===== src/rtl/adat_pkg.sv =====
// Shared types and frame-period thresholds for the ADAT receive output stage.
package adat_pkg;

  typedef enum logic [2:0] {
    SampleRate_Unknown     = 3'd0,
    SampleRate_Rate44_1kHz = 3'd1,
    SampleRate_Rate48kHz   = 3'd2,
    SampleRate_Rate88_2kHz = 3'd3,
    SampleRate_Rate96kHz   = 3'd4
  } SampleRate;

  localparam int unsigned FRAME_TIME_W = 12;
  localparam int unsigned DATA_W       = 24;
  localparam int unsigned NUM_CH       = 8;

  // Inclusive frame-period windows, in system clock cycles.
  localparam logic [FRAME_TIME_W-1:0] FT_48K_MIN = 12'd1900;
  localparam logic [FRAME_TIME_W-1:0] FT_48K_MAX = 12'd2175;
  localparam logic [FRAME_TIME_W-1:0] FT_44K_MIN = 12'd2176;
  localparam logic [FRAME_TIME_W-1:0] FT_44K_MAX = 12'd2450;

  localparam logic [3:0] VALID_CH_NORMAL = 4'd8;
  localparam logic [3:0] VALID_CH_SMUX2  = 4'd4;

endpackage


===== src/rtl/output_interface_rate_classifier.sv =====
// Combinational sample-rate classifier: frame period window plus S/MUX2 doubling.
module rate_classifier
  import adat_pkg::*;
(
  input  logic [FRAME_TIME_W-1:0] frame_time_i,
  input  logic                    smux2_i,
  output SampleRate               rate_o
);

  always_comb begin
    rate_o = SampleRate_Unknown;
    if (frame_time_i >= FT_48K_MIN && frame_time_i <= FT_48K_MAX) begin
      rate_o = smux2_i ? SampleRate_Rate96kHz : SampleRate_Rate48kHz;
    end else if (frame_time_i >= FT_44K_MIN && frame_time_i <= FT_44K_MAX) begin
      rate_o = smux2_i ? SampleRate_Rate88_2kHz : SampleRate_Rate44_1kHz;
    end
  end

endmodule


===== src/rtl/output_interface.sv =====
// ADAT output stage: channel bank capture, frame strobe, rate/lock tracking and word clock.
module output_interface
  import adat_pkg::*;
(
  input  logic                    i_clk,
  input  logic                    i_rst,
  input  logic [FRAME_TIME_W-1:0] i_frame_time,
  input  logic [DATA_W-1:0]       i_data,
  input  logic [2:0]              i_channel,
  input  logic                    i_data_valid,
  input  logic                    i_sync,
  input  logic [3:0]              i_user_bits,
  output SampleRate               o_sample_rate,
  output logic                    o_word_clk,
  output logic [DATA_W-1:0]       o_channels [0:NUM_CH-1],
  output logic                    o_valid,
  output logic                    o_locked,
  output logic [3:0]              o_valid_channels
);

  logic [DATA_W-1:0] chan_q [0:NUM_CH-1];
  SampleRate         rate_q, rate_d;
  logic [1:0]        good_cnt_q, good_cnt_d;
  logic              locked_q, locked_d;
  logic              wclk_q, wclk_d;
  logic              smux_q, smux_d;
  logic [3:0]        vch_q, vch_d;

  SampleRate         rate_class;
  logic              frame_done;
  logic              frame_good;

  rate_classifier u_rate_classifier (
    .frame_time_i (i_frame_time),
    .smux2_i      (i_user_bits[1]),
    .rate_o       (rate_class)
  );

  assign frame_done = i_data_valid && (i_channel == 3'd7);
  assign frame_good = i_sync && (rate_class != SampleRate_Unknown);

  always_comb begin
    rate_d     = rate_q;
    good_cnt_d = good_cnt_q;
    locked_d   = locked_q;
    smux_d     = smux_q;
    vch_d      = vch_q;
    if (frame_done) begin
      smux_d = i_user_bits[1];
      vch_d  = i_user_bits[1] ? VALID_CH_SMUX2 : VALID_CH_NORMAL;
      if (frame_good) begin
        rate_d     = rate_class;
        good_cnt_d = (good_cnt_q == 2'd3) ? 2'd3 : good_cnt_q + 2'd1;
        locked_d   = (good_cnt_d >= 2'd2);
      end else begin
        rate_d     = SampleRate_Unknown;
        good_cnt_d = 2'd0;
        locked_d   = 1'b0;
      end
    end
  end

  // Word clock follows the mode latched at the previous frame completion.
  always_comb begin
    wclk_d = wclk_q;
    if (i_data_valid) begin
      if (smux_q) begin
        unique case (i_channel)
          3'd0, 3'd4: wclk_d = 1'b1;
          3'd2, 3'd6: wclk_d = 1'b0;
          default:    wclk_d = wclk_q;
        endcase
      end else begin
        unique case (i_channel)
          3'd0:    wclk_d = 1'b1;
          3'd4:    wclk_d = 1'b0;
          default: wclk_d = wclk_q;
        endcase
      end
    end
  end

  always_ff @(posedge i_clk) begin
    if (!i_rst) begin
      rate_q     <= SampleRate_Unknown;
      good_cnt_q <= 2'd0;
      locked_q   <= 1'b0;
      wclk_q     <= 1'b0;
      smux_q     <= 1'b0;
      vch_q      <= 4'd0;
    end else begin
      rate_q     <= rate_d;
      good_cnt_q <= good_cnt_d;
      locked_q   <= locked_d;
      wclk_q     <= wclk_d;
      smux_q     <= smux_d;
      vch_q      <= vch_d;
    end
  end

  always_ff @(posedge i_clk) begin
    if (!i_rst) begin
      for (int k = 0; k < NUM_CH; k++) begin
        chan_q[k] <= '0;
      end
    end else if (i_data_valid) begin
      chan_q[i_channel] <= i_data;
    end
  end

  assign o_valid          = frame_done;
  assign o_sample_rate    = rate_q;
  assign o_locked         = locked_q;
  assign o_word_clk       = wclk_q;
  assign o_valid_channels = vch_q;
  assign o_channels       = chan_q;

endmodule


===== config.mk =====
export PLATFORM = sky130hd
export DESIGN_NAME = output_interface
export DESIGN_NICKNAME = d
export VERILOG_FILES = /design/src/rtl/adat_pkg.sv /design/src/rtl/output_interface_rate_classifier.sv /design/src/rtl/output_interface.sv
export SDC_FILE = /design/constraint.sdc
export NUM_CORES = 1
export LEC_CHECK = 0
export BUFFER_PORTS_ARGS = -buffer_cell sky130_fd_sc_hd__buf_2
export CAP_MARGIN = 20
export CORE_MARGIN = 4
export CORE_UTILIZATION = 54
export CTS_CLUSTER_DIAMETER = 100
export DETAILED_ROUTE_END_ITERATION = 10
export GPL_ROUTABILITY_DRIVEN = 0
export HOLD_SLACK_MARGIN = 0.05
export PLACE_DENSITY = 0.85
export SLEW_MARGIN = 0
export SYNTH_ARGS = -nofsm -noshare
export SYNTH_HDL_FRONTEND = slang
export SYNTH_HIERARCHICAL = 1
export SYNTH_SLANG_ARGS = --single-unit
export TNS_END_PERCENT = 50

===== constraint.sdc =====
create_clock -name i_clk -period 4.73 [get_ports i_clk]
set_clock_uncertainty 0.05 [all_clocks]
set_input_delay 0.2365 -clock i_clk [delete_from_list [all_inputs] [get_ports i_clk]]
set_output_delay 0.2365 -clock i_clk [all_outputs]
set_load 0.05 [all_outputs]

# After elaboration in Yosys (flattened, before gate mapping)
# Index checks and enable logic that the tools add are counted.
dict set report op_classes {
  add_sub_neg 1
  n_mul 0
  n_div 0
  magnitude_cmp 7
  n_eq_ne 6
  n_shift 0
  muxes 15
  n_bitwise 1
  reduce_logical 11
}
# op n
set op_table {}
lappend op_table {{$bwmux W192} 1}
lappend op_table {{$demux W24 S3} 1}
lappend op_table {{$le A12 B12 Y1 const B} 2}
lappend op_table {{$mux W24} 1}
lappend op_table {{$ge A12 B11 Y1 const B} 1}
lappend op_table {{$ge A12 B12 Y1 const B} 1}
lappend op_table {{$mux W3} 4}
lappend op_table {{$eq A3 B3 Y1 const B} 3}
lappend op_table {{$mux W2} 3}
lappend op_table {{$reduce_bool A3 Y1} 2}
lappend op_table {{$logic_and A1 B1 Y1} 5}
lappend op_table {{$ge A4 B4 Y1 const B} 1}
lappend op_table {{$lt A4 B1 Y1 const B} 1}
lappend op_table {{$mux W4} 1}
lappend op_table {{$not A3 Y4} 1}
lappend op_table {{$pmux W1 S2} 2}
lappend op_table {{$reduce_or A2 Y1} 2}
lappend op_table {{$eq A3 B2 Y1 const B} 1}
lappend op_table {{$logic_not A3 Y1} 1}
lappend op_table {{$ne A3 B1 Y1 const B} 1}
lappend op_table {{$reduce_and A3 Y1} 1}
lappend op_table {{$add A2 B1 Y2 const B} 1}
lappend op_table {{$eq A2 B2 Y1 const B} 1}
lappend op_table {{$ge A2 B2 Y1 const B} 1}
lappend op_table {{$mux W1} 2}
dict set report totals {
  register_bits 204
  latchBits 0
  ram_bits 0
  mem_bits_ro 0
  in_bits 47
  out_inout_bits 202
  n_memories 0
}

# Logic depth before layout (Yosys ltp)
dict set report depth {
  depth_word 7
  depth_mapped 7
}

# Hierarchy
# The synthesis kept the hierarchy.
# mod instances cells_each area_each_um2
set by_module_without_submodules {}
lappend by_module_without_submodules {output_interface 1 916 7288.2}
lappend by_module_without_submodules {rate_classifier 1 15 101.3}

# Least setup slack after synthesis
# Ideal clock, no wire load.
dict set report synth_timing {
  path_kind {input-to-reg}
  start {input port i_frame_time[3]}
  end {register good_cnt_q[1]}
  arrival_ns 1.559
  required_time_ns 4.563
  slack_ns 3.004
  cell_stages 7
  path_buffers 0
  path_cell_list {a21o_1 a31oi_1 o21ai_0 mux2_2 o311ai_0 o21ai_0 a22o_1}
}
dict set report synth_via {
  elab_chain_len 7
  word_cells_on_any_way 11
  cone_classes {order compare: 4; mux: 3; reduce/logical: 4}
}
# element line_no
set synth_rtl {}
lappend synth_rtl {{start, declared} output_interface.sv:7} ;# input logic [FRAME_TIME_W-1:0] i_frame_time,
lappend synth_rtl {{$ge A12 B12 Y1 or $le A12 B12 Y1 (tied branches)} output_interface_rate_classifier.sv:14} ;# end else if (frame_time_i >= FT_44K_MIN && frame_time_i <= FT_44K_MAX) begin
lappend synth_rtl {{$logic_and A1 B1 Y1} output_interface_rate_classifier.sv:14}
lappend synth_rtl {{$mux W3} output_interface_rate_classifier.sv:14}
lappend synth_rtl {{$mux W3 (*)} output_interface_rate_classifier.sv:12} ;# if (frame_time_i >= FT_48K_MIN && frame_time_i <= FT_48K_MAX) begin
lappend synth_rtl {{via rate_class[1]} output_interface.sv:29} ;# SampleRate rate_class;
lappend synth_rtl {{$reduce_bool A3 Y1 (*)} output_interface.sv:40} ;# assign frame_good = i_sync && (rate_class != SampleRate_Unknown);
lappend synth_rtl {{$logic_and A1 B1 Y1 (*)} output_interface.sv:40}
lappend synth_rtl {{$mux W2 (*)} output_interface.sv:51} ;# if (frame_good) begin
lappend synth_rtl {{end signal, assigned} output_interface.sv:93} ;# good_cnt_q <= good_cnt_d;
lappend synth_rtl {{end, declared} output_interface.sv:23} ;# logic [1:0] good_cnt_q, good_cnt_d;
# The timed path passes the listed nets; every way through them passes the cells marked *.
# A chain may end at the register's enable or synchronous reset.

# Worst setup path after layout
dict set report layout_timing {
  start {input port i_channel[1]}
  end {output port o_valid}
}
dict set report layout_via {
  elab_chain_len 2
}
# element line_no
set layout_rtl {}
lappend layout_rtl {{start, declared} output_interface.sv:9} ;# input logic [2:0] i_channel,
lappend layout_rtl {{$eq A3 B3 Y1} output_interface.sv:39} ;# assign frame_done = i_data_valid && (i_channel == 3'd7);
lappend layout_rtl {{$logic_and A1 B1 Y1} output_interface.sv:39}
lappend layout_rtl {{end, declared} output_interface.sv:16} ;# output logic o_valid,
# No other way between the ends.

==> run metrics <==
layout cell share with drive strength beyond 1 approximately a quarter; Pwr Density ~400 nW/um^2; post-route cell area between 9000 and 10000 sq um; Clock transition at path regs roughly 0.070 ns; Yosys top cell area share about 54%; crit start category primary input; DIE HEIGHT ~120 um; Required @ worst endpoint between 4 and 5 ns; cell count after synthesis slightly above 900; CTS Buffer Depth 2; cts repair resizes 0; CTS Sinks 200; Starting Density roughly 55%; ranking of synthesized cells by area dfxtp_1 54%, nand2_1 20%, a21oi_1 13%, buf_2 2.8%, buf_6 1.8%; Pleak approximately 3.9 nW; Num CTS Buffers 17; Hold Fails Final Rpt 0; area grow syn2layout 22.3%; I/O pins between 200 and 250; Syn. warnings 6; Mapped Avg Cell Area 7.94 sq um; H-tree Lvls 4; CP arrival around 2.4 ns; hpwl dp about 14000 um; Rel. slew slack roughly 29%; aggregate global routing overflow 0; vias per cell about 5.3; vias in the first global route between 6000 and 7000; CP max FO 32; CP most frequent cell buf_2; ANT nets after route 0; Distinct cells, synth 34; Top Family by Delay on Critical Path buffers and inverters; crit-path cells buf_2, nand4_2, inv_2, buf_2; first-pass GRT wire length around 33000 um; via count approximately 6900; Die W between 100 and 150 um; clk root buf clkbuf_16; Routed WL between 20000 and 25000 um; Tmin final about 2.7 ns; Yosys top cell by area dfxtp_1; placed inst area between 8000 and 9000 sq um; wire per inst ~17 um; Core Area roughly 13000 sq um; CTS tree yes; # rows 42; r2r setup slk 3.48 ns; status finished, final reports clean; pre-CTS setup slack between 2 and 2.5 ns; Crit. End Element primary output; slowest stage delay, CP 0.79 ns; 1st-iter DRT viols around 600; Tightest Pin Transition approximately 1.1 ns; initial antenna violation count 0; setup TNS 0 ns; Max Clk Rate between 300 and 400 MHz; Crit Path Category primary input to primary output; antenna cell count 0; die footprint between 15000 and 20000 sq um; worst hold path class primary input to register; nets@finish 1156; Peak VDD IR between 0.2 and 0.25 mV; pin count of the biggest net entering global routing 150; setup ws final 2.05 ns; detailed-route DRC error count 0; Setup Viol. Count Final 0; Seq/Total Area, Yosys between 50% and 60%; cell area after synthesis around 7400 sq um; WP buf/inv 3; Clock Latency Late Sink 0.43 ns; Slew Limit Fails 0; Critical-path top delay cell inv_2; period utilization a little under three fifths; WHS 0.102 ns; number of buffers added on ports approximately 240; RSZ-0062 raised after global routing false; Max Cap Viol 0; Tot GR Track Use about a quarter; register bit total from synthesis 200; DR pass1 iterations 5
==> what timing repair did <==
item,in CTS,in global routing
hold buffers,3,0
endpoints found under the hold margin,4,0
setup buffers,0,0
==> where the power goes <==
group | internal (W) | switching, W | leakage, nW
registers | 0.00172 | 0.0000174 | 1.62
logic | 0.0000729 | 0.000272 | 1.93
clock network | 0.000919 | 0.000628 | 0.306
==> final cells by class <==
cell class / count / area (sq um)
Sequential cell: 200 / 4000
Inverter: 3 / 16.3
Fill cell: 1117 / 4310
Clock buffer: 22 / 464
Tap cell: 176 / 220
Timing Repair Buffer: 254 / 1340
Multi-Input combinational cell: 633 / 2820
Clock inverter: 10 / 164
==> worst paths after layout <==
path                  startpoint  cells after the start                  end
min reg2reg      o_channels[139]                      2      o_channels[139]
max                 i_channel[1]                      4              o_valid
max reg2reg  o_valid_channels[3]                      3  o_valid_channels[3]
min                   i_data[12]                      3       o_channels[60]
==> metrics by stage <==
| stage | cells | utilization, % | power, W |
|---|---|---|---|
| 2_1_floorplan | 932 | - | 0.00203 |
| 3_3_place_gp | 1257 | 62.1 | 0.00211 |
| 3_5_place_dp | 1259 | 62.4 | 0.00211 |
| 4_1_cts | 1294 | 67.3 | 0.00364 |
| 5_1_grt | 1298 | 67.7 | 0.00374 |
| 6_report | 1298 | 67.7 | 0.00363 |
==> cell families after synthesis <==
kind of cell | synth area share [%]
compound gates | 14.5
other cells | 0.0507
mux | 0.152
simple gates | 23.4
buf+inv | 7.67
flops | 54.2
==> metal layers <==
| layer | share of wire [%] | track usage, % | vias to the layer above |
|---|---|---|---|
| met4 | 2.1 | 8.55 | 0 |
| li1 | - | - | 3343 |
| met3 | 8.0 | 7.33 | 39 |
| met2 | 48 | 43.0 | 312 |
| met1 | 41 | 33.9 | 3212 |
| met5 | 0 | 0 | - |
==> worst reg2reg max path: stages, from the launching register on <==
cell and delay, ns:
dfxtp_1 0.32, o21ai_0 0.15, a21oi_1 0.05, dlygate4sd3_1 0.57
==> Yosys cell counts <==
| library cell | instances |
|---|---|
| nand2_1 | 391 |
| dfxtp_1 | 200 |
| a21oi_1 | 199 |
| buf_2 | 42 |
| clkbuf_1 | 28 |
| buf_4 | 14 |
| buf_6 | 12 |
| nand3_1 | 4 |
| nand4b_1 | 4 |
| o21ai_0 | 4 |
| and4b_1 | 3 |
| nand4bb_1 | 3 |
| nor2_1 | 3 |
| and4bb_1 | 2 |
| inv_2 | 2 |
| nand2b_1 | 2 |
| a211o_1 | 1 |
| a21o_1 | 1 |
| a22o_1 | 1 |
| a31oi_1 | 1 |
| a32o_1 | 1 |
| and2_1 | 1 |
| and4bb_2 | 1 |
| conb_1 | 1 |
| inv_1 | 1 |
| mux2_2 | 1 |
| nand4_2 | 1 |
| nor2b_1 | 1 |
| nor3_2 | 1 |
| nor4_2 | 1 |
| nor4b_4 | 1 |
| o311ai_0 | 1 |
| o311ai_1 | 1 |
| or4b_1 | 1 |
==> registers in the layout (all words and copies together) (netlist names) <==
signal / count
good_cnt_q: 2
o_channels: 192
o_sample_rate: 3
o_valid_channels: 2
o_word_clk: 1
==> cell usage in the layout (no fill, tap or decap), types with 2 or more instances in the layout <==
cell           instances
a21oi_1              199
and4b_1                3
and4bb_1               2
buf_2                243
buf_4                  2
buf_6                  2
buf_8                  4
bufinv_16              4
clkbuf_1               3
clkbuf_16             17
clkbuf_8               2
clkinv_2               2
conb_1                 2
dfxtp_1              200
dlygate4sd3_1          3
inv_6                  4
nand2_1              391
nand2b_1               2
nand3_1                4
nand4b_1               4
nand4bb_1              3
nor2_1                 3
o21ai_0                4
(Power assumes the default switching activity.)
